$ cat config.mk
export PLATFORM = sky130hd
export DESIGN_NAME = seq_divider_flat
export DESIGN_NICKNAME = d
export VERILOG_FILES = /design/src/rtl/div_pkg.sv /design/src/rtl/seq_divider_if.sv /design/src/rtl/div_step.sv /design/src/rtl/seq_divider.sv /design/src/flat_wrapper.sv
export SDC_FILE = /design/constraint.sdc
export NUM_CORES = 1
export LEC_CHECK = 0
export ABC_AREA = 1
export CAP_MARGIN = 20
export CORE_MARGIN = 2
export CORE_UTILIZATION = 25
export DETAILED_ROUTE_END_ITERATION = 7
export PLACE_DENSITY_LB_ADDON = 0.25
export SETUP_SLACK_MARGIN = 0.3
export SYNTH_ARGS = -nofsm -noshare
export SYNTH_HDL_FRONTEND = slang
export SYNTH_SLANG_ARGS = --single-unit
$ cat constraint.sdc
create_clock -name clk -period 6.5 [get_ports clk]
set_clock_uncertainty 0.2 [all_clocks]
set_input_delay 1.95 -clock clk [delete_from_list [all_inputs] [get_ports clk]]
set_output_delay 1.95 -clock clk [all_outputs]
set_load 0.05 [all_outputs]
$ cat src/rtl/div_pkg.sv
// div_pkg: shared types and constants for the sequential divider.
package div_pkg;

   typedef enum logic [1:0] {
      IDLE = 2'd0,
      CALC = 2'd1,
      FIX  = 2'd2,
      DONE = 2'd3
   } div_state_e;

   localparam int DEF_LENGTH = 32;

   // Divide-by-zero quotient is every bit set; replicated to LENGTH at the use site.
   localparam logic DBZ_QUOT_FILL = 1'b1;

endpackage

$ cat src/rtl/seq_divider_if.sv
// seq_divider_if: operand and result valid/ready handshakes of the divider.
interface seq_divider_if
   import div_pkg::*;
#(
   parameter int LENGTH = DEF_LENGTH
);

   logic              in_valid;
   logic              in_ready;
   logic [LENGTH-1:0] dividend;
   logic [LENGTH-1:0] divisor;
   logic              signed_op;
   logic              out_valid;
   logic              out_ready;
   logic [LENGTH-1:0] quotient;
   logic [LENGTH-1:0] remainder;
   logic              div_by_zero;

   modport master (
      output in_valid, dividend, divisor, signed_op, out_ready,
      input  in_ready, out_valid, quotient, remainder, div_by_zero
   );

   modport slave (
      input  in_valid, dividend, divisor, signed_op, out_ready,
      output in_ready, out_valid, quotient, remainder, div_by_zero
   );

endinterface

$ cat src/rtl/div_step.sv
// div_step: one combinational non-restoring division iteration.
module div_step
   import div_pkg::*;
#(
   parameter int LENGTH = DEF_LENGTH
) (
   input  logic signed [LENGTH:0] pr,
   input  logic [LENGTH-1:0]      divisor,
   input  logic                   dbit,
   output logic signed [LENGTH:0] pr_next,
   output logic                   qbit
);

   logic signed [LENGTH:0] shifted;
   logic signed [LENGTH:0] dext;

   // Dropping pr's top bit on the shift is safe: the result is exact modulo 2^(LENGTH+1)
   // and always lands back inside [-divisor, divisor).
   always_comb begin
      shifted = {pr[LENGTH-1:0], dbit};
      dext    = {1'b0, divisor};
      pr_next = pr[LENGTH] ? (shifted + dext) : (shifted - dext);
      qbit    = ~pr_next[LENGTH];
   end

endmodule

$ cat src/rtl/seq_divider.sv
// seq_divider: iterative non-restoring divider, one quotient bit per cycle plus a FIX cycle.
// Define DIV_SIGNED_EN to honour signed_op; without it every operation is unsigned.
module seq_divider
   import div_pkg::*;
#(
   parameter int LENGTH = DEF_LENGTH
) (
   input  logic         clk,
   input  logic         rst,
   seq_divider_if.slave io
);

   div_state_e             state, state_nxt;
   logic                   accept;
   logic                   dbz_in;
   logic                   last_step;
   logic signed [LENGTH:0] pr_p0;
   logic signed [LENGTH:0] pr_step;
   logic [LENGTH-1:0]      qr_p0;
   logic [LENGTH-1:0]      dvs_p0;
   logic [LENGTH-1:0]      cnt_p0;
   logic                   qbit;
   logic [LENGTH-1:0]      dvd_mag, dvs_mag;
   logic [LENGTH-1:0]      rem_fix, quot_out, rem_out;
   logic [LENGTH-1:0]      quot_r, rem_r;
   logic                   dbz_r;

   assign dbz_in    = (io.divisor == '0);
   assign last_step = (state == CALC) && (cnt_p0 == LENGTH'(LENGTH - 1));
   assign rem_fix   = pr_p0[LENGTH] ? (pr_p0[LENGTH-1:0] + dvs_p0) : pr_p0[LENGTH-1:0];

`ifdef DIV_SIGNED_EN
   logic dvd_neg, dvs_neg, neg_q_p0, neg_r_p0;

   function automatic logic [LENGTH-1:0] neg_if(input logic [LENGTH-1:0] v, input logic n);
      return n ? (~v + 1'b1) : v;
   endfunction

   assign dvd_neg  = io.signed_op & io.dividend[LENGTH-1];
   assign dvs_neg  = io.signed_op & io.divisor[LENGTH-1];
   assign dvd_mag  = neg_if(io.dividend, dvd_neg);
   assign dvs_mag  = neg_if(io.divisor, dvs_neg);
   assign quot_out = neg_if(qr_p0, neg_q_p0);
   assign rem_out  = neg_if(rem_fix, neg_r_p0);

   always_ff @(posedge clk) begin
      if (accept) begin
         neg_q_p0 <= dvd_neg ^ dvs_neg;
         neg_r_p0 <= dvd_neg;
      end
   end
`else
   logic unused_signed_op;

   assign unused_signed_op = io.signed_op;
   assign dvd_mag          = io.dividend;
   assign dvs_mag          = io.divisor;
   assign quot_out         = qr_p0;
   assign rem_out          = rem_fix;
`endif

   div_step #(.LENGTH(LENGTH)) u_step (
      .pr      (pr_p0),
      .divisor (dvs_p0),
      .dbit    (qr_p0[LENGTH-1]),
      .pr_next (pr_step),
      .qbit    (qbit)
   );

   always_ff @(posedge clk) begin
      if (rst) state <= IDLE;
      else     state <= state_nxt;
   end

   always_comb begin
      state_nxt = state;
      accept    = 1'b0;
      unique case (state)
         IDLE: begin
            if (io.in_valid) begin
               accept    = 1'b1;
               state_nxt = dbz_in ? DONE : CALC;
            end
         end
         CALC:    if (last_step) state_nxt = FIX;
         FIX:     state_nxt = DONE;
         DONE:    if (io.out_ready) state_nxt = IDLE;
         default: state_nxt = IDLE;
      endcase
   end

   // Dividend magnitude lives in qr_p0 and shifts out MSB-first as quotient bits shift in.
   always_ff @(posedge clk) begin
      if (accept) begin
         pr_p0  <= '0;
         qr_p0  <= dvd_mag;
         dvs_p0 <= dvs_mag;
         cnt_p0 <= '0;
      end else if (state == CALC) begin
         pr_p0  <= pr_step;
         qr_p0  <= {qr_p0[LENGTH-2:0], qbit};
         cnt_p0 <= cnt_p0 + 1'b1;
      end
   end

   always_ff @(posedge clk) begin
      if (rst) begin
         quot_r <= '0;
         rem_r  <= '0;
         dbz_r  <= 1'b0;
      end else if (accept) begin
         dbz_r <= dbz_in;
         if (dbz_in) begin
            quot_r <= {LENGTH{DBZ_QUOT_FILL}};
            rem_r  <= io.dividend;
         end
      end else if (state == FIX) begin
         quot_r <= quot_out;
         rem_r  <= rem_out;
      end
   end

   assign io.in_ready    = (state == IDLE) & ~rst;
   assign io.out_valid   = (state == DONE);
   assign io.quotient    = quot_r;
   assign io.remainder   = rem_r;
   assign io.div_by_zero = dbz_r;

endmodule

$ cat src/flat_wrapper.sv
// flat-port wrapper written by rule: the top's interface ports become plain ports
module seq_divider_flat import div_pkg::*;
#(
   parameter int LENGTH = DEF_LENGTH
)
  (clk, rst, io_in_valid, io_dividend, io_divisor, io_signed_op, io_out_ready, io_in_ready, io_out_valid, io_quotient, io_remainder, io_div_by_zero);
  seq_divider_if #(.LENGTH(LENGTH)) io_i ();
  input  logic clk;
  input  logic rst;
  input wire logic [$bits(io_i.in_valid)-1:0] io_in_valid;
  input wire logic [$bits(io_i.dividend)-1:0] io_dividend;
  input wire logic [$bits(io_i.divisor)-1:0] io_divisor;
  input wire logic [$bits(io_i.signed_op)-1:0] io_signed_op;
  input wire logic [$bits(io_i.out_ready)-1:0] io_out_ready;
  output wire logic [$bits(io_i.in_ready)-1:0] io_in_ready;
  output wire logic [$bits(io_i.out_valid)-1:0] io_out_valid;
  output wire logic [$bits(io_i.quotient)-1:0] io_quotient;
  output wire logic [$bits(io_i.remainder)-1:0] io_remainder;
  output wire logic [$bits(io_i.div_by_zero)-1:0] io_div_by_zero;
  assign io_i.in_valid = io_in_valid;
  assign io_i.dividend = io_dividend;
  assign io_i.divisor = io_divisor;
  assign io_i.signed_op = io_signed_op;
  assign io_i.out_ready = io_out_ready;
  assign io_in_ready = io_i.in_ready;
  assign io_out_valid = io_i.out_valid;
  assign io_quotient = io_i.quotient;
  assign io_remainder = io_i.remainder;
  assign io_div_by_zero = io_i.div_by_zero;
  seq_divider #(.LENGTH(LENGTH)) u_core (.clk(clk), .rst(rst), .io(io_i));
endmodule
==> flow_summary.toml <==
[detailed_routing]
num_vias = 13000
vias_per_cell = 4.66
firstDrtPassIters = 5
post_drt_wl_per_cell_um = 15.9
route.final.wire_length_mm = 44.4
drc = 0
drt_iter0_drc = 1000
ant_nets = 0

[global_routing]
grt_pass1_wl_mm = 70.0
grt_max_degree = 78
gr-usage-all-layers_pct = 16.1
grt_remaining_overflow = 0
antenna_found_initial = 0
grt_pass1_vias = 12400

[die]
initial_core_util_pct = 25.3
io_pins = 136
design.core.area_mm2 = 0.0528
dieArea_mm2 = 0.0553
dieWidth_um = 235
core.rowCount = 84
die_height_um = 235

[finish]
area_growth_pct = 19.4
fillCellCount = 5804
fin_util_pct = 30.3
layout-drive-gt1-share_pct = 4.66
diodes = 0
final_area_mm2 = 0.0160
multi_input_area_mm2 = 0.00747
final-seq-area_mm2 = 0.00456
nNetsFinal = 2231

[setup_path]
crit_path_max_incr_delay_ps = 550
r2r_cells = 17
cp-start-kind = "input pin"
arrival_ps = 2890
crit_chain = "clkdlybuf4s50_1, nor2_1, buf_4"
crit_type = "in -> out"
cp-end-kind = "primary output"
r2r_end = "u_core.qr_p0[0]"
crit_family = "buffers and inverters"
required_ps = 4350
r2r-start = "u_core.dvs_p0[1]"
crit_slowest_cell = "clkdlybuf4s50_1"
cp_max_fo = 2
critPathBufInv = 2
rrSetupSlack_ps = 2390

[outcome]
status = "complete, no violations"

[cts]
hold_buffers = 0
cts_sinks = 196
h-tree-depth = 4
cts.clk_slew.worst_paths_ps = 80
root_buffer = "clkbuf_16"
cts_buffers = 17
cts_setup_buffers = 0
postCtsResizedCells = 0
cts.path.max_buffers = 2
cts_tree = "yes"
clk_latency_ps = 470

[timing]
fin_ws_ps = 1460
worst_slew_pin_slew_ps = 923
setup_violations = 0
period_minus_slack_ps = 5040
fmax_mhz = 198
tns_ps = 0
post-route-period-util_pct = 77.6
hold_viol = 0
timing.slew.headroom_pct = 38.2
rsz0062_at_grt = "false"
finalMaxSlewViolations = 0

[pwr]
switching_power_mw = 3.94
power.share.sequential_pct = 26.3
comb_power_share_pct = 59.8
power_frac_clock_pct = 13.9
p_int_mw = 3.79
p_sw_share_pct = 51.0
irDropWorstVdd_uv = 405
powerDensity_mw_per_mm2 = 484
power.leakage_nw = 7.21
finalPower_mw = 7.73

[logic_synthesis]
synth_common_cells = "nand2_1 (508), inv_1 (273), nor2_1 (248)"
yosysTopAreaCellShare_pct = 19.8
synthArstFlopShare_pct = 0
postSynthCellCount = 1983
yosys_warnings = 0
synth.yosys.seq_area_share_pct = 34.1
yosys-top-cells-area = "dfxtp_1 (20%), edfxtp_1 (14%), nand2_1 (14%)"
ys_ff_latch = 196
syn_area_mm2 = 0.0134
synth_nets = 2124
synth_edf_count = 64
avgSynthCellArea_um2 = 6.74
synth_cell_types = 54
yosysMostFrequentCell = "nand2_1"
synth_largest_area_cell = "dfxtp_1"
synth_ff_type = "dfxtp_1"

[place]
portBuffers = 134
gp_congestion = 0.874
dp_hpwl_mm = 34.6
dp_slack_ps = 1390
placed_cell_area_mm2 = 0.0154

[job]
drv_cap = 0

[worst_hold_path]
whs_path_depth = 2
min_from = "u_core.io.remainder[4]"
hold_class = "reg -> reg"
min_to = "u_core.io.remainder[4]"
-- state kept, by name (all words and copies together) (netlist names) --
signal	count
u_core.state	2
u_core.io.remainder	32
u_core.pr_p0	33
u_core.qr_p0	32
u_core.dvs_p0	32
u_core.io.div_by_zero	1
u_core.io.quotient	32
u_core.cnt_p0	32
-- power by group through the flow --
stage	registers, mW	clock network [mW]	logic (mW)
floorplan	2.34	0	2.98
global placement	2.06	0	4.58
detailed placement	2.06	0	4.60
CTS	2.04	1.10	4.63
global route	2.07	1.16	5.18
finish	2.03	1.07	4.62
-- area by class of cell --
class,count,area share [%]
Clock buffer,23,3.00
Clock inverter,9,0.564
Inverter,284,6.71
Multi-Input combinational cell,1446,46.8
Sequential cell,196,28.6
Tap cell,688,5.39
Timing Repair Buffer,145,8.91
-- layer usage --
layer | vias up | wire length (um) | GRT usage [%]
met4 | 0 | 731 | 3.73
met5 | - | 0 | 0
met2 | 281 | 20700 | 27.2
met1 | 6035 | 21000 | 21.2
met3 | 43 | 1970 | 2.92
li1 | 6658 | - | -
-- kinds of logic (layout without fill, tap and decap cells) --
family                   count (synthesis)  in the layout  synth area share [%]
buffers and inverters                  341            461                  9.97
adder cells (fa/ha/maj)                 72             72                  6.85
flip-flops                             196            196                  34.1
XOR/XNOR                                59             59                  3.86
AND/OR/NAND/NOR                        946            946                  29.8
AO/OA/AOI/OAI                          368            368                  15.3
multiplexers                             1              1                0.0842
-- per-stage QoR --
stage,instances,hold slack [ps]
after global placement,2759,250
after floorplan,1983,239
after global routing,2791,287
final,2791,269
after detailed placement,2759,258
after CTS,2791,269
-- placed cells by master (no fill, tap or decap), drive strengths merged, types with 32 or more instances in the layout --
cell type	instances
xor2	33
clkdlybuf4s50	133
nand2	517
edfxtp	64
nor2	257
o21ai	114
a21oi	186
inv	287
o211ai	32
dfxtp	132
nand3	94
ha	70
-- worst reg2reg max path, delay by kind of cell, from the launching register on --
family                     cells  cell delay (ps)
and+or+nand+nor                8             1510
buffers and inverters          3              340
DFF                            1              420
AOI/OAI and AO/OA              4              810
xor gates and xnor gates       1              250
adders and majority gates      1              340
-- worst max path at each step --
| stage | depth (start not counted) | to | start |
|---|---|---|---|
| after floorplan | 3 | io_in_ready | rst |
| after detailed placement | 11 | u_core.io.quotient[31] | io_divisor[17] |
| after global placement | 3 | io_in_ready | rst |
| after CTS | 3 | io_in_ready | rst |
| after global routing | 3 | io_in_ready | rst |
| final | 3 | io_in_ready | rst |
Note: power is estimated with default switching activity, not from simulation.
==> variant (same settings) <==
Re-encode `div_state_e` (4 states) as Gray code, 2 bits wide.
--- a/src/rtl/div_pkg.sv
+++ b/src/rtl/div_pkg.sv
@@ -2,10 +2,10 @@
 package div_pkg;
 
    typedef enum logic [1:0] {
-      IDLE = 2'd0,
-      CALC = 2'd1,
-      FIX  = 2'd2,
-      DONE = 2'd3
+      IDLE = 2'b00,
+      CALC = 2'b01,
+      FIX  = 2'b11,
+      DONE = 2'b10
    } div_state_e;
 
    localparam int DEF_LENGTH = 32;
Function: same outputs for any inputs over 10 cycles, from zero or initial values and one cycle with rst high; not proved beyond that.
==> variant against the unedited design <==
Final cell count decreased by 2.0%; register-to-register slack got worse by 460 ps; global-route usage shrank 0.12 points; combinational power decreased by 9.7%; largest power group unchanged; cell area fell by 0.78%; synthesized area decreased by 2.3%; routed wire length is 4.0% lower; count of clock-buffer cells in the layout increased by 3; highest routed layer unchanged; sequential cell count unchanged; worst setup slack got worse by 49 ps; clock power increased by 6%; total power decreased by 6.4%.
==> variant: results (changes against the unedited design) <==
.. list-table::
   :header-rows: 1

   * - Metric
     - Value
   * - Final core area utilization
     - 30.7% (+0.49 points)
   * - Number of unique standard cell types used by synthesis
     - 44 (-19%)
   * - Detailed-route via count
     - 12,600 (-3.5%)
   * - Area used by multi-input combinational logic
     - 7250 sq um (-2.9%)
   * - Detailed-routing wirelength on met1
     - 20.2 mm (-3.9%)
   * - Largest vdd supply drop
     - 0.000174 V (-57%)
   * - Proportion of layout cells with a drive suffix above 1
     - 4.09% (-0.57 points)
   * - Number of vias per cell after detailed routing
     - 4.59 (-1.6%)
   * - Count of clock buffers in the final design
     - 26 (+13%)
   * - Adder-cell share of the synthesized area
     - 6.54% (-0.31 points)
   * - GP Congestion
     - 0.888 (+1.6%)
   * - Post-synth net total
     - 2,060 (-3.0%)
   * - Actual transition at the worst max-transition pin
     - 725 ps (-198 ps)
   * - Switching pwr
     - 3.55 mW (-9.9%)
   * - Combinational group power
     - 4.17 mW (-9.7%)
   * - Placed cell area
     - 15,200 sq um (-1.3%)
   * - Cells taking the most area after synthesis
     - sky130_fd_sc_hd__dfxtp_1 (20%), sky130_fd_sc_hd__edfxtp_1 (15%), sky130_fd_sc_hd__nand2_1 (15%), sky130_fd_sc_hd__inv_1 (7.7%), sky130_fd_sc_hd__nor2_1 (6.7%)
   * - Buffers excl. clock
     - 152 (+4.8%)
   * - Top routing layer used
     - met4
   * - Post-layout total power
     - 7.24 mW (-6.4%)
   * - Routed wl met3
     - 1.81 mm (-8.3%)
   * - Final nets
     - 2,179 (-2.3%)
   * - Worst Setup Slack post-DPL
     - 1100 ps (-290 ps)
   * - HPWL after DPL
     - 33.7 mm (-2.7%)
   * - Number of global-route vias before repair
     - 12,300 (-0.60%)
   * - Non-clk invs
     - 275 (-3.2%)
   * - Number of cells produced by synthesis
     - 1,924 (-3.0%)
   * - Aggregate global-route resource usage
     - 15.9% (-0.12 points)
   * - Count of filler cells inserted in the layout
     - 5,671 (-2.3%)
   * - Top cells by instance count after synthesis
     - sky130_fd_sc_hd__nand2_1 (512), sky130_fd_sc_hd__inv_1 (269), sky130_fd_sc_hd__nor2_1 (233), sky130_fd_sc_hd__a21oi_1 (138), sky130_fd_sc_hd__dfxtp_1 (132)
   * - Endpoint arrival time on the critical path
     - 2940 ps (+50 ps)
   * - Run status
     - finished clean
   * - Clock network share of area
     - 3.97% (+0.40 points)
   * - Final WL
     - 42.6 mm (-4.0%)
   * - Area fraction in compound gates after synthesis
     - 13.6% (-1.7 points)
   * - Mux cell area share after synthesis
     - 0% (-0.084 points)
   * - Register clock-pin slew on the reported worst setup and hold paths
     - 60 ps (-20 ps)
   * - Largest stage delay on the critical path
     - 530 ps (-20 ps)
   * - Pin count of the biggest net entering global routing
     - 52 (-33%)
   * - Xor/xnor cell area share of the yosys netlist
     - 4.76% (+0.90 points)
==> variant: changes by cell type in the layout (fill, tap and decap cells not counted), moves of 15 or more <==
cell and change:
sky130_fd_sc_hd__a21oi_1 -44, sky130_fd_sc_hd__o221ai_1 +32, sky130_fd_sc_hd__o211ai_1 -21, sky130_fd_sc_hd__o21ai_0 -19, sky130_fd_sc_hd__nor2_1 -16, sky130_fd_sc_hd__nor3_1 +15
==> variant: final timing paths <==
| kind | from | end | cells after the start | slack [ps] |
|---|---|---|---|---|
| worst max-delay path | rst | io_in_ready | 3 | 1410 |
| worst min register to register | u_core.io.remainder[23] | u_core.io.remainder[23] | 2 | 270 |
| worst min-delay path | u_core.io.remainder[23] | u_core.io.remainder[23] | 2 | 270 |
| worst max register to register | u_core.dvs_p0[1] | u_core.qr_p0[0] | 20 | 1930 |
==> variant: per-layer routing <==
layer | track usage, % | up-vias
li1 | - | 6490
met1 | 20.8 | 5745
met2 | 26.7 | 268
met3 | 2.10 | 53
met4 | 5.97 | 0
met5 | 0 | -
